$ cat src/rtl/uart_rx.sv
// rtl/uart_rx.sv - 8N1 UART receiver with mid-bit sampling, glitch reject and frame-error pulse
module uart_rx #(
  parameter int c_CYCLES_PER_BIT = 434
) (
  input  logic       i_CLK,
  input  logic       i_RST_N,
  input  logic       i_SERIAL_DATA,
  output logic [7:0] o_PARALLEL_DATA,
  output logic       o_RX_DV,
  output logic       o_RX_ACTIVE,
  output logic       o_FRAME_ERR
);

  localparam int CW = (c_CYCLES_PER_BIT > 1) ? $clog2(c_CYCLES_PER_BIT) : 1;
  localparam logic [CW-1:0] LAST = CW'(c_CYCLES_PER_BIT - 1);
  localparam logic [CW-1:0] HALF = CW'((c_CYCLES_PER_BIT - 1) / 2);

  localparam logic [2:0] S_IDLE    = 3'd0;
  localparam logic [2:0] S_START   = 3'd1;
  localparam logic [2:0] S_DATA    = 3'd2;
  localparam logic [2:0] S_STOP    = 3'd3;
  localparam logic [2:0] S_CLEANUP = 3'd4;

  logic          meta_q, rx_s_q;
  logic [2:0]    state_q, state_d;
  logic [CW-1:0] cnt_q, cnt_d;
  logic [2:0]    idx_q, idx_d;
  logic [7:0]    shift_q, shift_d;
  logic [7:0]    data_q, data_d;
  logic          dv_q, dv_d;
  logic          ferr_q, ferr_d;

  // Synchronizer flops reset high so an idle line never looks like a start edge.
  always_ff @(posedge i_CLK or negedge i_RST_N) begin
    if (!i_RST_N) begin
      meta_q <= 1'b1;
      rx_s_q <= 1'b1;
    end else begin
      meta_q <= i_SERIAL_DATA;
      rx_s_q <= meta_q;
    end
  end

  always_comb begin
    state_d = state_q;
    cnt_d   = cnt_q;
    idx_d   = idx_q;
    shift_d = shift_q;
    data_d  = data_q;
    dv_d    = 1'b0;
    ferr_d  = 1'b0;
    case (state_q)
      S_IDLE: begin
        cnt_d = '0;
        idx_d = '0;
        if (!rx_s_q) state_d = S_START;
      end
      S_START: begin
        if (cnt_q == HALF) begin
          cnt_d   = '0;
          idx_d   = '0;
          state_d = rx_s_q ? S_IDLE : S_DATA;
        end else begin
          cnt_d = cnt_q + CW'(1);
        end
      end
      S_DATA: begin
        if (cnt_q == LAST) begin
          cnt_d          = '0;
          shift_d[idx_q] = rx_s_q;
          if (idx_q == 3'd7) begin
            idx_d   = '0;
            state_d = S_STOP;
          end else begin
            idx_d = idx_q + 3'd1;
          end
        end else begin
          cnt_d = cnt_q + CW'(1);
        end
      end
      S_STOP: begin
        if (cnt_q == LAST) begin
          cnt_d   = '0;
          state_d = S_CLEANUP;
          if (rx_s_q) begin
            data_d = shift_q;
            dv_d   = 1'b1;
          end else begin
            ferr_d = 1'b1;
          end
        end else begin
          cnt_d = cnt_q + CW'(1);
        end
      end
      S_CLEANUP: begin
        // Hold here through a break so a stuck-low line cannot start a new frame.
        cnt_d = '0;
        if (rx_s_q) state_d = S_IDLE;
      end
      default: begin
        state_d = S_IDLE;
        cnt_d   = '0;
        idx_d   = '0;
      end
    endcase
  end

  always_ff @(posedge i_CLK or negedge i_RST_N) begin
    if (!i_RST_N) begin
      state_q <= S_IDLE;
      cnt_q   <= '0;
      idx_q   <= '0;
      shift_q <= 8'h00;
      data_q  <= 8'h00;
      dv_q    <= 1'b0;
      ferr_q  <= 1'b0;
    end else begin
      state_q <= state_d;
      cnt_q   <= cnt_d;
      idx_q   <= idx_d;
      shift_q <= shift_d;
      data_q  <= data_d;
      dv_q    <= dv_d;
      ferr_q  <= ferr_d;
    end
  end

  assign o_PARALLEL_DATA = data_q;
  assign o_RX_DV         = dv_q;
  assign o_FRAME_ERR     = ferr_q;
  assign o_RX_ACTIVE     = (state_q == S_START) || (state_q == S_DATA) || (state_q == S_STOP);

endmodule

$ cat config.mk
export PLATFORM = sky130hd
export DESIGN_NAME = uart_rx
export DESIGN_NICKNAME = d
export VERILOG_FILES = /design/src/rtl/uart_rx.sv
export SDC_FILE = /design/constraint.sdc
export NUM_CORES = 1
export LEC_CHECK = 0
export CAP_MARGIN = 10
export CORE_UTILIZATION = 56
export CTS_BUF_LIST = sky130_fd_sc_hd__clkbuf_8
export DETAILED_ROUTE_END_ITERATION = 8
export GPL_TIMING_DRIVEN = 0
export PLACE_DENSITY_LB_ADDON = 0.2
export SYNTH_ARGS = -nofsm -noshare
export SYNTH_HDL_FRONTEND = slang
export SYNTH_SLANG_ARGS = --single-unit
$ cat constraint.sdc
create_clock -name i_CLK -period 5.2 [get_ports i_CLK]
set_input_delay 1.04 -clock i_CLK [delete_from_list [all_inputs] [get_ports i_CLK]]
set_output_delay 1.04 -clock i_CLK [all_outputs]
set_load 0.05 [all_outputs]
* After elaboration in Yosys (flattened, before gate mapping)
Index checks and enable logic that the tools add are counted.
** Operators by class
- Add/sub/neg operators :: 2
- Magnitude comparators :: 2
- Equality and inequality tests :: 13
- Multiplexer cells :: 24
- Bitwise gates (word level) :: 1
- Reduce and logical (&&, ||, !) cells :: 10
** Operators by type and width (count)
- two-way mux 3 bit :: 9
- two-way mux 9 bit :: 2
- one-hot mux 9 bit (2 select lines) :: 1
- one-hot mux 3 bit (5 select lines) :: 1
- != test 2 bit, second input constant :: 6
- adder 9 x 1 -> 9 bit, second input constant :: 1
- == test 9 x 8 -> 1 bit, second input constant :: 1
- == test 9 bit, second input constant :: 1
- one-hot mux 3 bit (3 select lines) :: 1
- bitwise mux 8 bit :: 1
- two-way mux 1 bit :: 7
- == test 3 x 2 -> 1 bit, second input constant :: 2
- == test 3 bit, second input constant :: 2
- AND reduction 3 bit :: 2
- AND reduction 6 bit :: 1
- less-than comparator 3 x 4 -> 1 bit, second input constant :: 1
- OR reduction 2 bit :: 2
- adder 3 x 1 -> 3 bit, second input constant :: 1
- demux 1 bit (select 3 bit) :: 1
- == test 3 x 1 -> 1 bit, second input constant :: 1
- greater-or-equal comparator 3 x 1 -> 1 bit, second input constant :: 1
- zero test 3 bit :: 1
- logical OR 1 bit :: 2
- two-way mux 2 bit :: 1
- 3 further kinds :: 3
** Word-level totals
- Bits in registers :: 35
- Output and inout bits :: 11
- Logic and storage cells :: 61

* Longest topological paths before layout
Gate-level depths: netlist of the first run.
- Depth after elaboration :: 5
- Depth in mapped cells :: 7
- Depth with buffers taken out :: 6

* Worst setup path after synthesis of the first run
Ideal clock, no wire load.
- Kind :: register to output
- Start point :: reg state_q[0]
- End point :: out o_RX_ACTIVE
- Arrival :: 1.177 ns
- Required time :: 4.160 ns
- Path slack :: 2.983 ns
- Cell stages (with the launch flop) :: 4
- Buffers on the path :: 1
- Path through :: dfrtp_1 -> buf_2 -> nor2_1 -> nor2_1
** Between the ends
- Cells in the longest elaborated chain, start to end :: 3
- Elaborated cells between the ends (all ways) :: 5
** RTL lines
- from (decl) :: RTL line 25 : logic [2:0] state_q, state_d;
- from (signal assigned) :: RTL line 118 : state_q <= state_d;
- == test 3 x 1 -> 1 bit or == test 3 x 2 -> 1 bit (tied branches) :: RTL line 131 : assign o_RX_ACTIVE = (state_q == S_START) || (state_q == S_DATA) || (state_q == S_STOP);
- logical OR 1 bit :: RTL line 131
- logical OR 1 bit (*) :: RTL line 131
- to (decl) :: RTL line 10 : output logic o_RX_ACTIVE,
Mark *: on every way between the ends. The rest lies on a longest branch, timed or not.

* Worst setup path in the final report of the first run
Ends and elaborated chain as after synthesis.

==> results of run 1 <==
## synthesized netlist by cell type
| cell | instances |
|---|---|
| o22ai_1 | 1 |
| and4_1 | 1 |
| a21o_2 | 1 |
| nor3b_1 | 1 |
| nor2b_1 | 2 |
| o41ai_1 | 1 |
| nor2_1 | 18 |
| nor2_4 | 1 |
| buf_6 | 1 |
| clkbuf_1 | 1 |
| nand4_1 | 2 |
| nand3_1 | 8 |
| nor3b_2 | 1 |
| or3b_4 | 1 |
| nand3b_1 | 1 |
| nor4bb_1 | 1 |
| a32o_1 | 3 |
| nand2_1 | 6 |
| nand4b_1 | 2 |
| or4b_1 | 1 |
| a311o_1 | 1 |
| xor2_1 | 2 |
| nor3_1 | 6 |
| and3b_1 | 1 |
| buf_4 | 1 |
| and4b_2 | 1 |
| buf_2 | 2 |
| nor4bb_2 | 1 |
| o2111ai_2 | 1 |
| mux2_2 | 16 |
| dfrtp_1 | 33 |
| inv_1 | 3 |
| a21oi_1 | 2 |
| dfstp_2 | 2 |
| o211ai_2 | 1 |
| a21boi_4 | 1 |
| xnor2_1 | 5 |
| and2_1 | 1 |
| and4b_1 | 1 |
| o21ai_0 | 1 |
| ha_1 | 5 |
## routing by layer
layer,part of all wire (%),vias to the layer above,routed length [um]
met1,43,537,1180
met3,5.0,7,137
met4,2.3,0,62
met2,50,28,1370
met5,0,-,0
li1,-,547,-
## final timing paths
kind | start | to | slack [ps] | depth (start not counted)
setup / recovery | state_q[0] | o_RX_ACTIVE | 2380 | 4
hold / removal | meta_q | rx_s_q | 360 | 0
setup reg to reg | cnt_q[1] | shift_q[7] | 3130 | 6
hold reg to reg | meta_q | rx_s_q | 360 | 0
max in group asynchronous | i_RST_N | cnt_q[4] | 3930 | 1
min in group asynchronous | i_RST_N | shift_q[2] | 810 | 1
## final cells by class
| class | instances | area (um^2) | area share (%) |
|---|---|---|---|
| plain buffers | 5 | 32.5 | 1.65 |
| well taps | 31 | 38.8 | 1.97 |
| multi-input cells | 98 | 763 | 38.8 |
| flip-flops and latches | 35 | 878 | 44.7 |
| clock inverters | 2 | 35.0 | 1.78 |
| repair buffers | 13 | 125 | 6.36 |
| clock buffers | 6 | 82.6 | 4.20 |
| inverters | 3 | 11.3 | 0.573 |
## flip-flops by register name, indices dropped and copies added (netlist names)
| name | count |
|---|---|
| rx_s_q | 1 |
| o_FRAME_ERR | 1 |
| state_q | 3 |
| cnt_q | 9 |
| o_PARALLEL_DATA | 8 |
| o_RX_DV | 1 |
| idx_q | 3 |
| meta_q | 1 |
| shift_q | 8 |
## cell families after synthesis
kind of cell,share of synthesized area (%)
fa+ha+maj,3.71
simple gates,19.8
xor+xnor,3.64
mux,10.7
compound gates,7.42
flops,52.1
buf+inv,2.60
## power groups by stage
stage                     registers (W)   logic [W]  clock network, W
after detailed placement       0.000279  0.00000839                 0
after global placement         0.000279  0.00000861                 0
after floorplan                0.000279  0.00000152                 0
after global routing           0.000274  0.00000966          0.000266
final                          0.000274  0.00000781          0.000249
after CTS                      0.000274  0.00000841          0.000255
## per-stage QoR
step	total power, W	setup slack (ps)
after floorplan	0.000281	2980
after global placement	0.000288	2400
after detailed placement	0.000287	2690
after CTS	0.000537	2370
after global routing	0.000550	2280
final	0.000531	2380
==> summary.txt, run 1 <==
Kind of start point of the critical path: register
First-pass GRT wire length: 4.95 mm
Skew-Pair Late Insertion Delay: 290 ps
Buf+Inv Stages, Crit Path: 2
# clock sinks: 35
Final nets: 169
Logic pwr share: 1.5%
Initial Utilization: 60.1%
Clock buffer depth: 2
P_sw: 0.000101 W
Clk network pwr share: 47.0%
Root buffer cell: clkbuf_8
Met1 Use GR: 23.9%
Fill cell count: 215
Peak supply drop: 0.000263 V
H-tree levels: 2
Final routed DRC violation total: 2
Pwr/cell area: 270 mW/mm^2
CP Capture Type: output port
Die area: 0.00323 mm^2
Max-Slew Margin vs Limit: 51.5%
Via-to-Cell Ratio: 5.80
Largest cells by area after synthesis: dfrtp_1 49%, mux2_2 11%, nor2_1 4.0%, ha_1 3.7%, dfstp_2 3.1%
Critical path fanouts, max: 10
Core area: 0.00281 mm^2
Critical-path cell list: buf_2 > nor2_1 > nor2_1 > clkdlybuf4s50_1
Net Sw Frac: 19.1%
Failing checks: design-rule violations
Worst path max stage delay: 800 ps
Initial antenna violation count: 0
Via count: 1,119
PortBufs: 13
Distinct cells, synth: 41
Final clock skew: 7.86 ps
Worst Hold Class: reg2reg
Die Wd: 56.9 um
Final Hold Vio Count: 0
Synth top area share: 49.0%
Final WL: 2.75 mm
Maximum number of pins on one net before global-route repair: 36
Status: finished, violations left
GR Util met3: 7.60%
CTS tree: yes
Detailed-router iteration count before antenna repair: 8
Most frequent cells in the layout: 33 x dfrtp_1, 18 x nor2_1, 16 x mux2_2
Final Max Tran Viols: 0
Max-cap violation count: 0
Worst path top cell family by delay: buffers and inverters
Placed cell area: 0.00185 mm^2
Row cnt: 19
Total of warnings raised by yosys: 0
Number of inserted diodes: 0
Share of cells above drive strength 1: 24.7%
Yosys top cell by area: dfrtp_1
IO Count: 14
Fmax: 0.355 GHz
Slowest cell on the critical path: clkdlybuf4s50_1
Actual slew at the worst max-slew pin: 727 ps
Final ANT Viol Nets: 0
Reg power frac: 51.6%
Cell Count, Final, Fillers Out: 193
Area grow syn2layout: 16.7%
All-Layer GR Usage: 20.9%
DIE HEIGHT: 56.9 um
Post-DP HPWL: 1.97 mm
Int Power: 0.000430 W
Worst EP arrival: 1780 ps
Mapped Area: 0.00169 mm^2
Commonest non-fill, non-tap cell in the layout: dfrtp_1
Hold WS: 355 ps
Register area share after synthesis: 52.1%
#FFs+latches synth: 35
Congestion Overflow GR: 0
Synthesized Nets: 149
Post-synthesis area per instance: 12.0 um^2
Iter 0 DRT Violations: 39
Post-route setup TNS: 0 ps
Hold Buf Count CTS: 0
Vias in the first global route: 1,134
Cts bufs inserted: 5
Crit path required time: 4160 ps
Synth Instances: 141
Final Cycle Share: 54.2%
Final instance area: 0.00197 mm^2
Met2 Resource Use GR: 34.9%
Reg clk slew, reported paths: 60 ps
Post-CTS resize count: 0
Post-CTS setup repair buffer count: 0
Lkg Pwr: 0.877 nW
Critical Path Most Common Cell: nor2_1
RSZ-0062 raised after global routing: no
Type of the worst setup path: reg2out
Final setup viols: 0
Post-placement cell count: 185
Utilization after layout: 70.1%
Routability cong.: 0.884
Minimum clock period: 2820 ps
Post-DR wirelength/cell: 14.2 um
Gr busiest metal: met2
Power figures use the tool's default switching activity.
==> run 2: changes to the inputs <==
==> constraint.sdc (replaced) <==
create_clock -name i_CLK -period 2.6 [get_ports i_CLK]
set_input_delay 0.52 -clock i_CLK [delete_from_list [all_inputs] [get_ports i_CLK]]
set_output_delay 0.52 -clock i_CLK [all_outputs]
set_load 0.05 [all_outputs]
==> results of run 2 <==
Same layout as run 1 (identical final DEF). Status: finished, violations left: design-rule violations.
Among the figures that moved: setup slack after placement 2690 ps -> 512 ps; clock-pin slew on the worst setup and hold paths 60 ps -> 70 ps; setup slack after layout 2380 ps -> 303 ps; hold slack 355 ps -> 285 ps; register-to-register setup slack 3130 ps -> 530 ps; total power 0.000531 W -> 0.00106 W; worst IR drop on VDD 0.000263 V -> 0.000526 V
==> run 3: changes to the inputs <==
--- a/config.mk
+++ b/config.mk
@@ -9,7 +9,6 @@
 export CORE_UTILIZATION = 56
 export CTS_BUF_LIST = sky130_fd_sc_hd__clkbuf_8
 export DETAILED_ROUTE_END_ITERATION = 8
-export GPL_TIMING_DRIVEN = 0
 export PLACE_DENSITY_LB_ADDON = 0.2
 export SYNTH_ARGS = -nofsm -noshare
 export SYNTH_HDL_FRONTEND = slang
==> summary.txt, run 3 (same netlist as run 1, synthesis figures left out) <==
Status: finished, violations left
Failing checks: design-rule violations
Final ANT Viol Nets: 0 (unchanged)
Maximum number of pins on one net before global-route repair: 36 (unchanged)
Crit path required time: 2080 ps
Area grow syn2layout: 14.3%
Max reg flops: 9 (unchanged)
Final Cycle Share: 89.3%
Kind of start point of the critical path: register
H-tree levels: 2 (unchanged)
Number of inserted diodes: 0 (unchanged)
Worst EP arrival: 1800 ps (+20 ps)
First-pass GRT wire length: 4.92 mm (-0.71%)
Reg clk slew, reported paths: 60 ps
Row cnt: 19 (unchanged)
Detailed-router iteration count before antenna repair: 8 (unchanged)
Type of the worst setup path: reg2out
Initial Utilization: 60.1% (unchanged)
Via-to-Cell Ratio: 5.97 (+2.9%)
Die area: 0.00323 mm^2 (unchanged)
Skew-Pair Late Insertion Delay: 290 ps (about the same)
Final nets: 166 (-1.8%)
Max-cap violation count: 0 (unchanged)
Worst path max stage delay: 810 ps (about the same)
Iter 0 DRT Violations: 29 (-26%)
Pwr/cell area: 493 mW/mm^2
Post-placement cell count: 182 (-1.6%)
Share of cells above drive strength 1: 23.3% (-1.4 points)
Post-DR wirelength/cell: 15.2 um (+6.5%)
Post-DP HPWL: 2.03 mm (+3.2%)
Minimum clock period: 2320 ps
PortBufs: 13 (unchanged)
Critical-path cell list: nor2_1 > nor2_1 > clkdlybuf4s50_1
Die Wd: 56.9 um (unchanged)
Hold Buf Count CTS: 0 (unchanged)
Core area: 0.00281 mm^2 (unchanged)
DIE HEIGHT: 56.9 um (unchanged)
Actual slew at the worst max-slew pin: 497 ps (-230 ps)
Post-route setup TNS: 0 ps (unchanged)
Worst Hold Class: reg2reg
Vias in the first global route: 1,086 (-4.2%)
Final setup viols: 0 (unchanged)
RSZ-0062 raised after global routing: no
IO Count: 14 (unchanged)
Cts bufs inserted: 5 (unchanged)
Initial antenna violation count: 0 (unchanged)
Cell Count, Final, Fillers Out: 190 (-1.6%)
Clock buffer depth: 2 (unchanged)
Fmax: 0.431 GHz
Via count: 1,134 (+1.3%)
Critical path fanouts, max: 10 (unchanged)
Lkg Pwr: 0.845 nW (-3.6%)
Root buffer cell: clkbuf_8
Post-CTS resize count: 0 (unchanged)
Final clock skew: 9.61 ps (+1.76 ps)
Post-CTS setup repair buffer count: 0 (unchanged)
Final routed DRC violation total: 2 (unchanged)
CP Capture Type: output port
Critical Path Most Common Cell: nor2_1
Final Hold Vio Count: 0 (unchanged)
Routability cong.: 0.936 (+5.9%)
Peak supply drop: 0.000350 V
Congestion Overflow GR: 0 (unchanged)
CTS tree: yes
Max-Slew Margin vs Limit: 66.7% (+15 points)
Final WL: 2.88 mm (+4.8%)
Final Max Tran Viols: 0 (unchanged)
Most frequent cells in the layout: 33 x dfrtp_1, 18 x nor2_1, 16 x mux2_2
All-Layer GR Usage: 20.8% (-0.11 points)
Top reg by flops: cnt_q
Slowest cell on the critical path: clkdlybuf4s50_1
# clock sinks: 35 (unchanged)
Total power: 0.000949 W
Commonest non-fill, non-tap cell in the layout: dfrtp_1
[run 3: cell type report]
cell class / count / area (um^2)
fill: 208 / 880
sequential: 35 / 878
multi-input combinational: 98 / 763
timing repair buffer: 15 / 145
clock buffer: 5 / 68.8
tap: 31 / 38.8
clock inverter: 3 / 20.0
inverter: 3 / 11.3
[run 3: final timing paths]
path | startpoint | to | slack (ps) | cells past startpoint
setup / recovery | state_q[0] | o_RX_ACTIVE | 280 | 3
hold / removal | meta_q | rx_s_q | 360 | 0
setup reg to reg | cnt_q[1] | shift_q[2] | 480 | 6
hold reg to reg | meta_q | rx_s_q | 360 | 0
max in group asynchronous | i_RST_N | meta_q | 1610 | 2
min in group asynchronous | i_RST_N | idx_q[2] | 640 | 2
[run 3: critical path, delay by kind of cell (launching register included)]
kind	cells	cell delay, ps
flops	1	520
buf+inv	1	810
simple gates	2	190
[run 3: per-stage QoR]
step | hold slack (ps) | utilization (%) | setup slack (ps) | instance area, um^2
floorplan | 224 | - | 763 | 1690
global placement | 345 | 65.5 | 598 | 1840
detailed placement | 348 | 65.5 | 519 | 1840
CTS | 357 | 68.6 | 273 | 1930
global route | 362 | 68.6 | 185 | 1930
finish | 356 | 68.6 | 279 | 1930
[run 3: where the power goes]
part | internal, W | total [W] | leakage (nW) | switching (W)
combinational | 0.00000443 | 0.0000152 | 0.338 | 0.0000108
clock | 0.000186 | 0.000383 | 0.0402 | 0.000197
sequential | 0.000547 | 0.000550 | 0.467 | 0.00000299
total | 0.000738 | 0.000949 | 0.845 | 0.000211
[run 3: metal layers]
metal	routed length, um	part of all wire (%)	global-route usage [%]
met5	0	0	0
met4	48	1.7	9.41
met3	111	3.9	6.91
met2	1470	51	34.0
met1	1250	43	24.9
